**config.mk**
```make
export PLATFORM = sky130hd
export DESIGN_NAME = id_ex_stage
export DESIGN_NICKNAME = d
export VERILOG_FILES = /design/src/rtl/alu_pkg.sv /design/src/rtl/fwd_mux.sv /design/src/rtl/id_ex_stage.sv
export SDC_FILE = /design/constraint.sdc
export NUM_CORES = 1
export LEC_CHECK = 0
export BUFFER_PORTS_ARGS = -buffer_cell sky130_fd_sc_hd__buf_2
export CAP_MARGIN = 40
export CORE_AREA = 2 2 145 147
export DETAILED_ROUTE_END_ITERATION = 16
export DIE_AREA = 0 0 147 149
export HOLD_SLACK_MARGIN = 0.02
export SLEW_MARGIN = 20
export SYNTH_ARGS = -nofsm -noshare
export SYNTH_HDL_FRONTEND = slang
export SYNTH_HIERARCHICAL = 1
export SYNTH_SLANG_ARGS = --single-unit
export TNS_END_PERCENT = 5
```
**constraint.sdc**
```tcl
create_clock -name clk -period 4.2 [get_ports clk]
set_input_delay 0.42 -clock clk [delete_from_list [all_inputs] [get_ports clk]]
set_output_delay 0.42 -clock clk [all_outputs]
set_load 0.02 [all_outputs]
```
**src/rtl/alu_pkg.sv**
```systemverilog
// alu_pkg: ALU operation codes, operand-source selects and bubble field values
// shared by the ID/EX stage and its forwarding muxes.
package alu_pkg;

  localparam logic [3:0] ALU_ADD   = 4'd0;
  localparam logic [3:0] ALU_SUB   = 4'd1;
  localparam logic [3:0] ALU_PASSB = 4'd2;
  localparam logic [3:0] ALU_AND   = 4'd3;
  localparam logic [3:0] ALU_XOR   = 4'd4;
  localparam logic [3:0] ALU_OR    = 4'd5;
  localparam logic [3:0] ALU_SLT   = 4'd9;
  localparam logic [3:0] ALU_SLTU  = 4'd10;

  localparam logic SRC_A_RS1 = 1'b0;
  localparam logic SRC_A_PC  = 1'b1;
  localparam logic SRC_B_RS2 = 1'b0;
  localparam logic SRC_B_IMM = 1'b1;

  // A bubble is an all-zero entry: invalid, no side effects, ALU op ADD.
  localparam logic       NOP_VALID    = 1'b0;
  localparam logic       NOP_CTRL     = 1'b0;
  localparam logic [3:0] NOP_ALU_CODE = ALU_ADD;

endpackage

```
**src/rtl/fwd_mux.sv**
```systemverilog
// fwd_mux: selects one ALU source from EX/MEM, MEM/WB or the registered read data.
// Muxing only exists with `EX_FORWARD_EN defined; otherwise the register data passes through.
module fwd_mux
  import alu_pkg::*;
#(
  parameter int XLEN = 32,
  parameter int RA_W = 5
) (
  input  logic [RA_W-1:0] src_addr,
  input  logic [XLEN-1:0] reg_data,
  input  logic            exmem_reg_write,
  input  logic [RA_W-1:0] exmem_rd_addr,
  input  logic [XLEN-1:0] exmem_result,
  input  logic            memwb_reg_write,
  input  logic [RA_W-1:0] memwb_rd_addr,
  input  logic [XLEN-1:0] memwb_result,
  output logic [XLEN-1:0] fwd_data
);

`ifdef EX_FORWARD_EN
  logic exmem_hit_s;
  logic memwb_hit_s;

  assign exmem_hit_s = exmem_reg_write && (src_addr != {RA_W{1'b0}}) && (exmem_rd_addr == src_addr);
  assign memwb_hit_s = memwb_reg_write && (src_addr != {RA_W{1'b0}}) && (memwb_rd_addr == src_addr);

  // EX/MEM holds the younger result, so it wins over MEM/WB
  always_comb begin
    fwd_data = reg_data;
    if (exmem_hit_s) begin
      fwd_data = exmem_result;
    end else if (memwb_hit_s) begin
      fwd_data = memwb_result;
    end else begin
      fwd_data = reg_data;
    end
  end
`else
  logic unused_s;

  assign unused_s = ^{src_addr, exmem_reg_write, exmem_rd_addr, exmem_result,
                      memwb_reg_write, memwb_rd_addr, memwb_result};
  assign fwd_data = reg_data;
`endif

endmodule

```
**src/rtl/id_ex_stage.sv**
```systemverilog
// id_ex_stage: ID/EX pipeline register, ALU operand select, load-use stall and flush.
// `EX_FORWARD_EN enables forwarding; without it every RAW hazard on EX or EX/MEM stalls ID.
module id_ex_stage
  import alu_pkg::*;
#(
  parameter int XLEN = 32,
  parameter int RA_W = 5
) (
  input  logic            clk,
  input  logic            rst_n,
  input  logic            id_valid,
  input  logic [XLEN-1:0] id_pc,
  input  logic [XLEN-1:0] id_rs1_data,
  input  logic [XLEN-1:0] id_rs2_data,
  input  logic [XLEN-1:0] id_imm,
  input  logic [RA_W-1:0] id_rs1_addr,
  input  logic [RA_W-1:0] id_rs2_addr,
  input  logic [RA_W-1:0] id_rd_addr,
  input  logic [3:0]      id_alu_code,
  input  logic            id_alusrc_a,
  input  logic            id_alusrc_b,
  input  logic            id_reg_write,
  input  logic            id_mem_read,
  input  logic            id_mem_write,
  input  logic            flush,
  input  logic            exmem_reg_write,
  input  logic [RA_W-1:0] exmem_rd_addr,
  input  logic [XLEN-1:0] exmem_result,
  input  logic            memwb_reg_write,
  input  logic [RA_W-1:0] memwb_rd_addr,
  input  logic [XLEN-1:0] memwb_result,
  output logic            stall_if_id,
  output logic            ex_valid,
  output logic [XLEN-1:0] ex_pc,
  output logic [XLEN-1:0] ex_a,
  output logic [XLEN-1:0] ex_b,
  output logic [3:0]      ex_alu_code,
  output logic [XLEN-1:0] ex_store_data,
  output logic [RA_W-1:0] ex_rd_addr,
  output logic            ex_reg_write,
  output logic            ex_mem_read,
  output logic            ex_mem_write
);

  logic            valid_r;
  logic [XLEN-1:0] pc_r;
  logic [XLEN-1:0] rs1_data_r;
  logic [XLEN-1:0] rs2_data_r;
  logic [XLEN-1:0] imm_r;
  logic [RA_W-1:0] rs1_addr_r;
  logic [RA_W-1:0] rs2_addr_r;
  logic [RA_W-1:0] rd_addr_r;
  logic [3:0]      alu_code_r;
  logic            alusrc_a_r;
  logic            alusrc_b_r;
  logic            reg_write_r;
  logic            mem_read_r;
  logic            mem_write_r;

  logic [XLEN-1:0] fwd_rs1_s;
  logic [XLEN-1:0] fwd_rs2_s;
  logic            ex_hit_s;
  logic            load_use_s;
  logic            raw_s;
  logic            stall_s;

  assign ex_hit_s   = (rd_addr_r != {RA_W{1'b0}}) &&
                      ((rd_addr_r == id_rs1_addr) || (rd_addr_r == id_rs2_addr));
  assign load_use_s = valid_r && mem_read_r && ex_hit_s;

`ifdef EX_FORWARD_EN
  assign raw_s = 1'b0;
`else
  // Without forwarding, any pending write in EX or EX/MEM to an ID source must drain first
  assign raw_s = (valid_r && reg_write_r && ex_hit_s) ||
                 (exmem_reg_write && (exmem_rd_addr != {RA_W{1'b0}}) &&
                  ((exmem_rd_addr == id_rs1_addr) || (exmem_rd_addr == id_rs2_addr)));
`endif

  assign stall_s     = id_valid && !flush && (load_use_s || raw_s);
  assign stall_if_id = stall_s;

  // ID/EX register: bubble on reset, flush or stall, otherwise capture the ID instruction
  always_ff @(posedge clk) begin
    if (!rst_n || flush || stall_s) begin
      valid_r     <= NOP_VALID;
      pc_r        <= {XLEN{1'b0}};
      rs1_data_r  <= {XLEN{1'b0}};
      rs2_data_r  <= {XLEN{1'b0}};
      imm_r       <= {XLEN{1'b0}};
      rs1_addr_r  <= {RA_W{1'b0}};
      rs2_addr_r  <= {RA_W{1'b0}};
      rd_addr_r   <= {RA_W{1'b0}};
      alu_code_r  <= NOP_ALU_CODE;
      alusrc_a_r  <= SRC_A_RS1;
      alusrc_b_r  <= SRC_B_RS2;
      reg_write_r <= NOP_CTRL;
      mem_read_r  <= NOP_CTRL;
      mem_write_r <= NOP_CTRL;
    end else begin
      valid_r     <= id_valid;
      pc_r        <= id_pc;
      rs1_data_r  <= id_rs1_data;
      rs2_data_r  <= id_rs2_data;
      imm_r       <= id_imm;
      rs1_addr_r  <= id_rs1_addr;
      rs2_addr_r  <= id_rs2_addr;
      rd_addr_r   <= id_rd_addr;
      alu_code_r  <= id_alu_code;
      alusrc_a_r  <= id_alusrc_a;
      alusrc_b_r  <= id_alusrc_b;
      reg_write_r <= id_reg_write && id_valid;
      mem_read_r  <= id_mem_read && id_valid;
      mem_write_r <= id_mem_write && id_valid;
    end
  end

  fwd_mux #(.XLEN(XLEN), .RA_W(RA_W)) u_fwd_rs1 (
    .src_addr        (rs1_addr_r),
    .reg_data        (rs1_data_r),
    .exmem_reg_write (exmem_reg_write),
    .exmem_rd_addr   (exmem_rd_addr),
    .exmem_result    (exmem_result),
    .memwb_reg_write (memwb_reg_write),
    .memwb_rd_addr   (memwb_rd_addr),
    .memwb_result    (memwb_result),
    .fwd_data        (fwd_rs1_s)
  );

  fwd_mux #(.XLEN(XLEN), .RA_W(RA_W)) u_fwd_rs2 (
    .src_addr        (rs2_addr_r),
    .reg_data        (rs2_data_r),
    .exmem_reg_write (exmem_reg_write),
    .exmem_rd_addr   (exmem_rd_addr),
    .exmem_result    (exmem_result),
    .memwb_reg_write (memwb_reg_write),
    .memwb_rd_addr   (memwb_rd_addr),
    .memwb_result    (memwb_result),
    .fwd_data        (fwd_rs2_s)
  );

  assign ex_valid      = valid_r;
  assign ex_pc         = pc_r;
  assign ex_a          = (alusrc_a_r == SRC_A_PC)  ? pc_r  : fwd_rs1_s;
  assign ex_b          = (alusrc_b_r == SRC_B_IMM) ? imm_r : fwd_rs2_s;
  assign ex_alu_code   = alu_code_r;
  assign ex_store_data = fwd_rs2_s;
  assign ex_rd_addr    = rd_addr_r;
  assign ex_reg_write  = reg_write_r;
  assign ex_mem_read   = mem_read_r;
  assign ex_mem_write  = mem_write_r;

endmodule
```
==> results by group <==
Routing
  – Via density per instance: 4.18
  – Detailed router's first-iteration violation count: 142
  – Average wire length per cell after detail routing: about 14 um
  – Wire length after detailed routing: 14.4 mm
  – Final ANT Viol Nets: 0
  – First-pass DRT Iterations: 4
  – Drc violations: 0
  – Detailed-route via count: 4,203

Floorplan
  – Initial core utilization: a little over a quarter
  – Std-Cell Rows: 53
  – Die extent in y: 149 um
  – Die width: around 150 um
  – Area of the placeable core: just over 20,000 um^2
  – Top-Level Pins: 374
  – Die footprint: 21,900 um^2

Setup path
  – Cell Chain, Critical Path: buf_2 > or3_1 > o311a_1 > a22oi_4 > inv_1 > buf_2
  – Sort of element at the end of the critical path: output port
  – CP Launch Type: primary input
  – Worst-case register-to-register setup slack: about 2.0 ns
  – CP Data Required Time: between 3 and 4 ns
  – Cell count of the worst reg-to-reg path: 5
  – Critical path's most frequent cell: buf_2
  – Delay of the slowest cell on the worst path: 0.60 ns
  – Crit-path slowest cell: a22oi_4
  – Arrival time worst endpoint: ~2.2 ns
  – Classification of the worst setup path: in2out
  – CP Max Fanout: 31

Clocking
  – Number of setup buffers added after CTS: 0
  – Clock tree from TritonCTS: built
  – Count of hold-fix buffers inserted at cts: 0
  – CTS sink count: about 140
  – CTS clk-pin slew, worst paths: ~0.060 ns
  – CTS root buffer: clkbuf_16
  – CTS max path bufs: 2
  – Insertion delay to the later sink of the worst-skew pair: 0.41 ns
  – Clock buffer count from CTS: 17
  – H-tree depth reported by CTS: 4
  – Resized Gates After CTS: 0

Layout
  – Number of diodes: 0
  – Number of nets in the layout: roughly 950
  – Synth-to-layout area growth: 32.4%
  – Share of layout cells above drive strength 1: 56.0%
  – Post-layout utilization of the core: 35.5%

Logic synthesis
  – Net Count, Synth: slightly above 700
  – Netlist area before placement: roughly 5500 um^2
  – Syn avg cell area: 11.2 um^2
  – Warnings from Yosys: 6
  – Cells after synthesis: 494

Timing
  – Unrepaired setup endpoints after global routing: false
  – Final Hold Vio Count: 0
  – Skew final: 0.00811 ns
  – Hold WS: 0.230 ns
  – FMAX: 0.388 GHz
  – Final-report setup violation count: 0
  – Period minus WS final: 2.57 ns
  – Slew Limit Fails: 0
  – Worst rel slew slack: 51.8%
  – Slew at the pin with the worst max-slew slack: ~0.72 ns
  – Fin Setup TNS: 0 ns
  – Post-route fraction of the period consumed by the critical path: 61.3%

Placement
  – Sum of net half-perimeters after detailed placement: about 10 mm
  – Number of buffers added on ports: 303
  – Final weighted congestion in routability-driven placement: 0.782

Run
  – # Max-Cap Violations: 0

Hold path
  – Number of cells on the worst hold path: 2
  – Path class of the lowest-slack min-delay path: in2reg

Global routing
  – Number of antenna violations at the first check in global routing: 0
  – Via count of the first global-routing pass: just over 4,000
  – Largest net degree at the start of global routing: between 70 and 80
  – First-pass GRT wire length: 21.6 mm
  – Total routing usage reported by global routing: about 13%
  – GR Overflow Total: 0

Pwr
  – Worst voltage drop across the vdd grid: 0.000220 V
  – Leakage power: 4.08 nW
  – Cell Pwr Density: about 450 nW/um^2

Outcome
  – Result of the run: complete, no violations
==> placed cells by master, fill, tap and decap left out, types with 2 or more instances in the layout <==
master	count
dfxtp_1	143
bufinv_16	2
and3_1	139
and4_2	3
mux2_2	64
clkinv_2	2
nand2_1	4
clkbuf_16	17
buf_4	6
clkinvlp_4	3
nand3_1	4
o22ai_1	2
xnor2_1	20
buf_2	303
clkbuf_8	3
==> cell type report <==
cell class	instances	area [um^2]
Inverter	1	3.75
Clock buffer	21	470
Multi-Input combinational cell	246	1930
Sequential cell	143	2860
Tap cell	275	344
Clock inverter	9	110
Timing Repair Buffer	310	1580
Fill cell	2111	13300
==> stage by stage <==
stage	power [W]	cells	setup WS [ns]	area, um^2
3_3_place_gp	0.00181	975	1.51	6720
3_5_place_dp	0.00181	975	1.53	6720
2_1_floorplan	0.00169	494	2.10	5510
6_report	0.00327	1005	1.63	7300
5_1_grt	0.00341	1005	1.48	7300
4_1_cts	0.00332	1005	1.58	7300
==> worst paths after layout <==
| kind | startpoint | endpoint |
|---|---|---|
| max | exmem_rd_addr[0] | stall_if_id |
| max reg2reg | ex_rd_addr[0] | rs2_data_r[16] |
| min reg2reg | ex_reg_write | rs2_data_r[24] |
| min | id_rs2_data[17] | rs2_data_r[17] |
==> metal layers <==
layer	vias up	part of all wire [%]	GRT usage (%)
met3	19	6.0	3.98
met1	1955	43	15.0
met5	-	0	0
met2	152	49	21.4
li1	2077	-	-
met4	0	1.9	5.43
==> report_power, final <==
part	internal [W]	switching, W
Combinational	0.000165	0.000181
Clock	0.000916	0.000571
Sequential	0.00141	0.0000211
Total	0.00249	0.000773
==> worst max-delay path: cells and delay by family <==
family | cells | cell delay (ns)
AOI/OAI and AO/OA | 2 | 0.93
buffers and inverters | 3 | 0.42
and+or+nand+nor | 1 | 0.38
==> flip-flops by register name, indices dropped and copies added, names as in the netlist <==
register and cells:
ex_valid 1, ex_mem_read 1, alusrc_a_r 1, alusrc_b_r 1, rs2_data_r 32, ex_alu_code 4
ex_mem_write 1, imm_r 32, ex_pc 32, rs1_data_r 32, ex_rd_addr 5, ex_reg_write 1
Note: power is estimated with default switching activity, not from simulation.
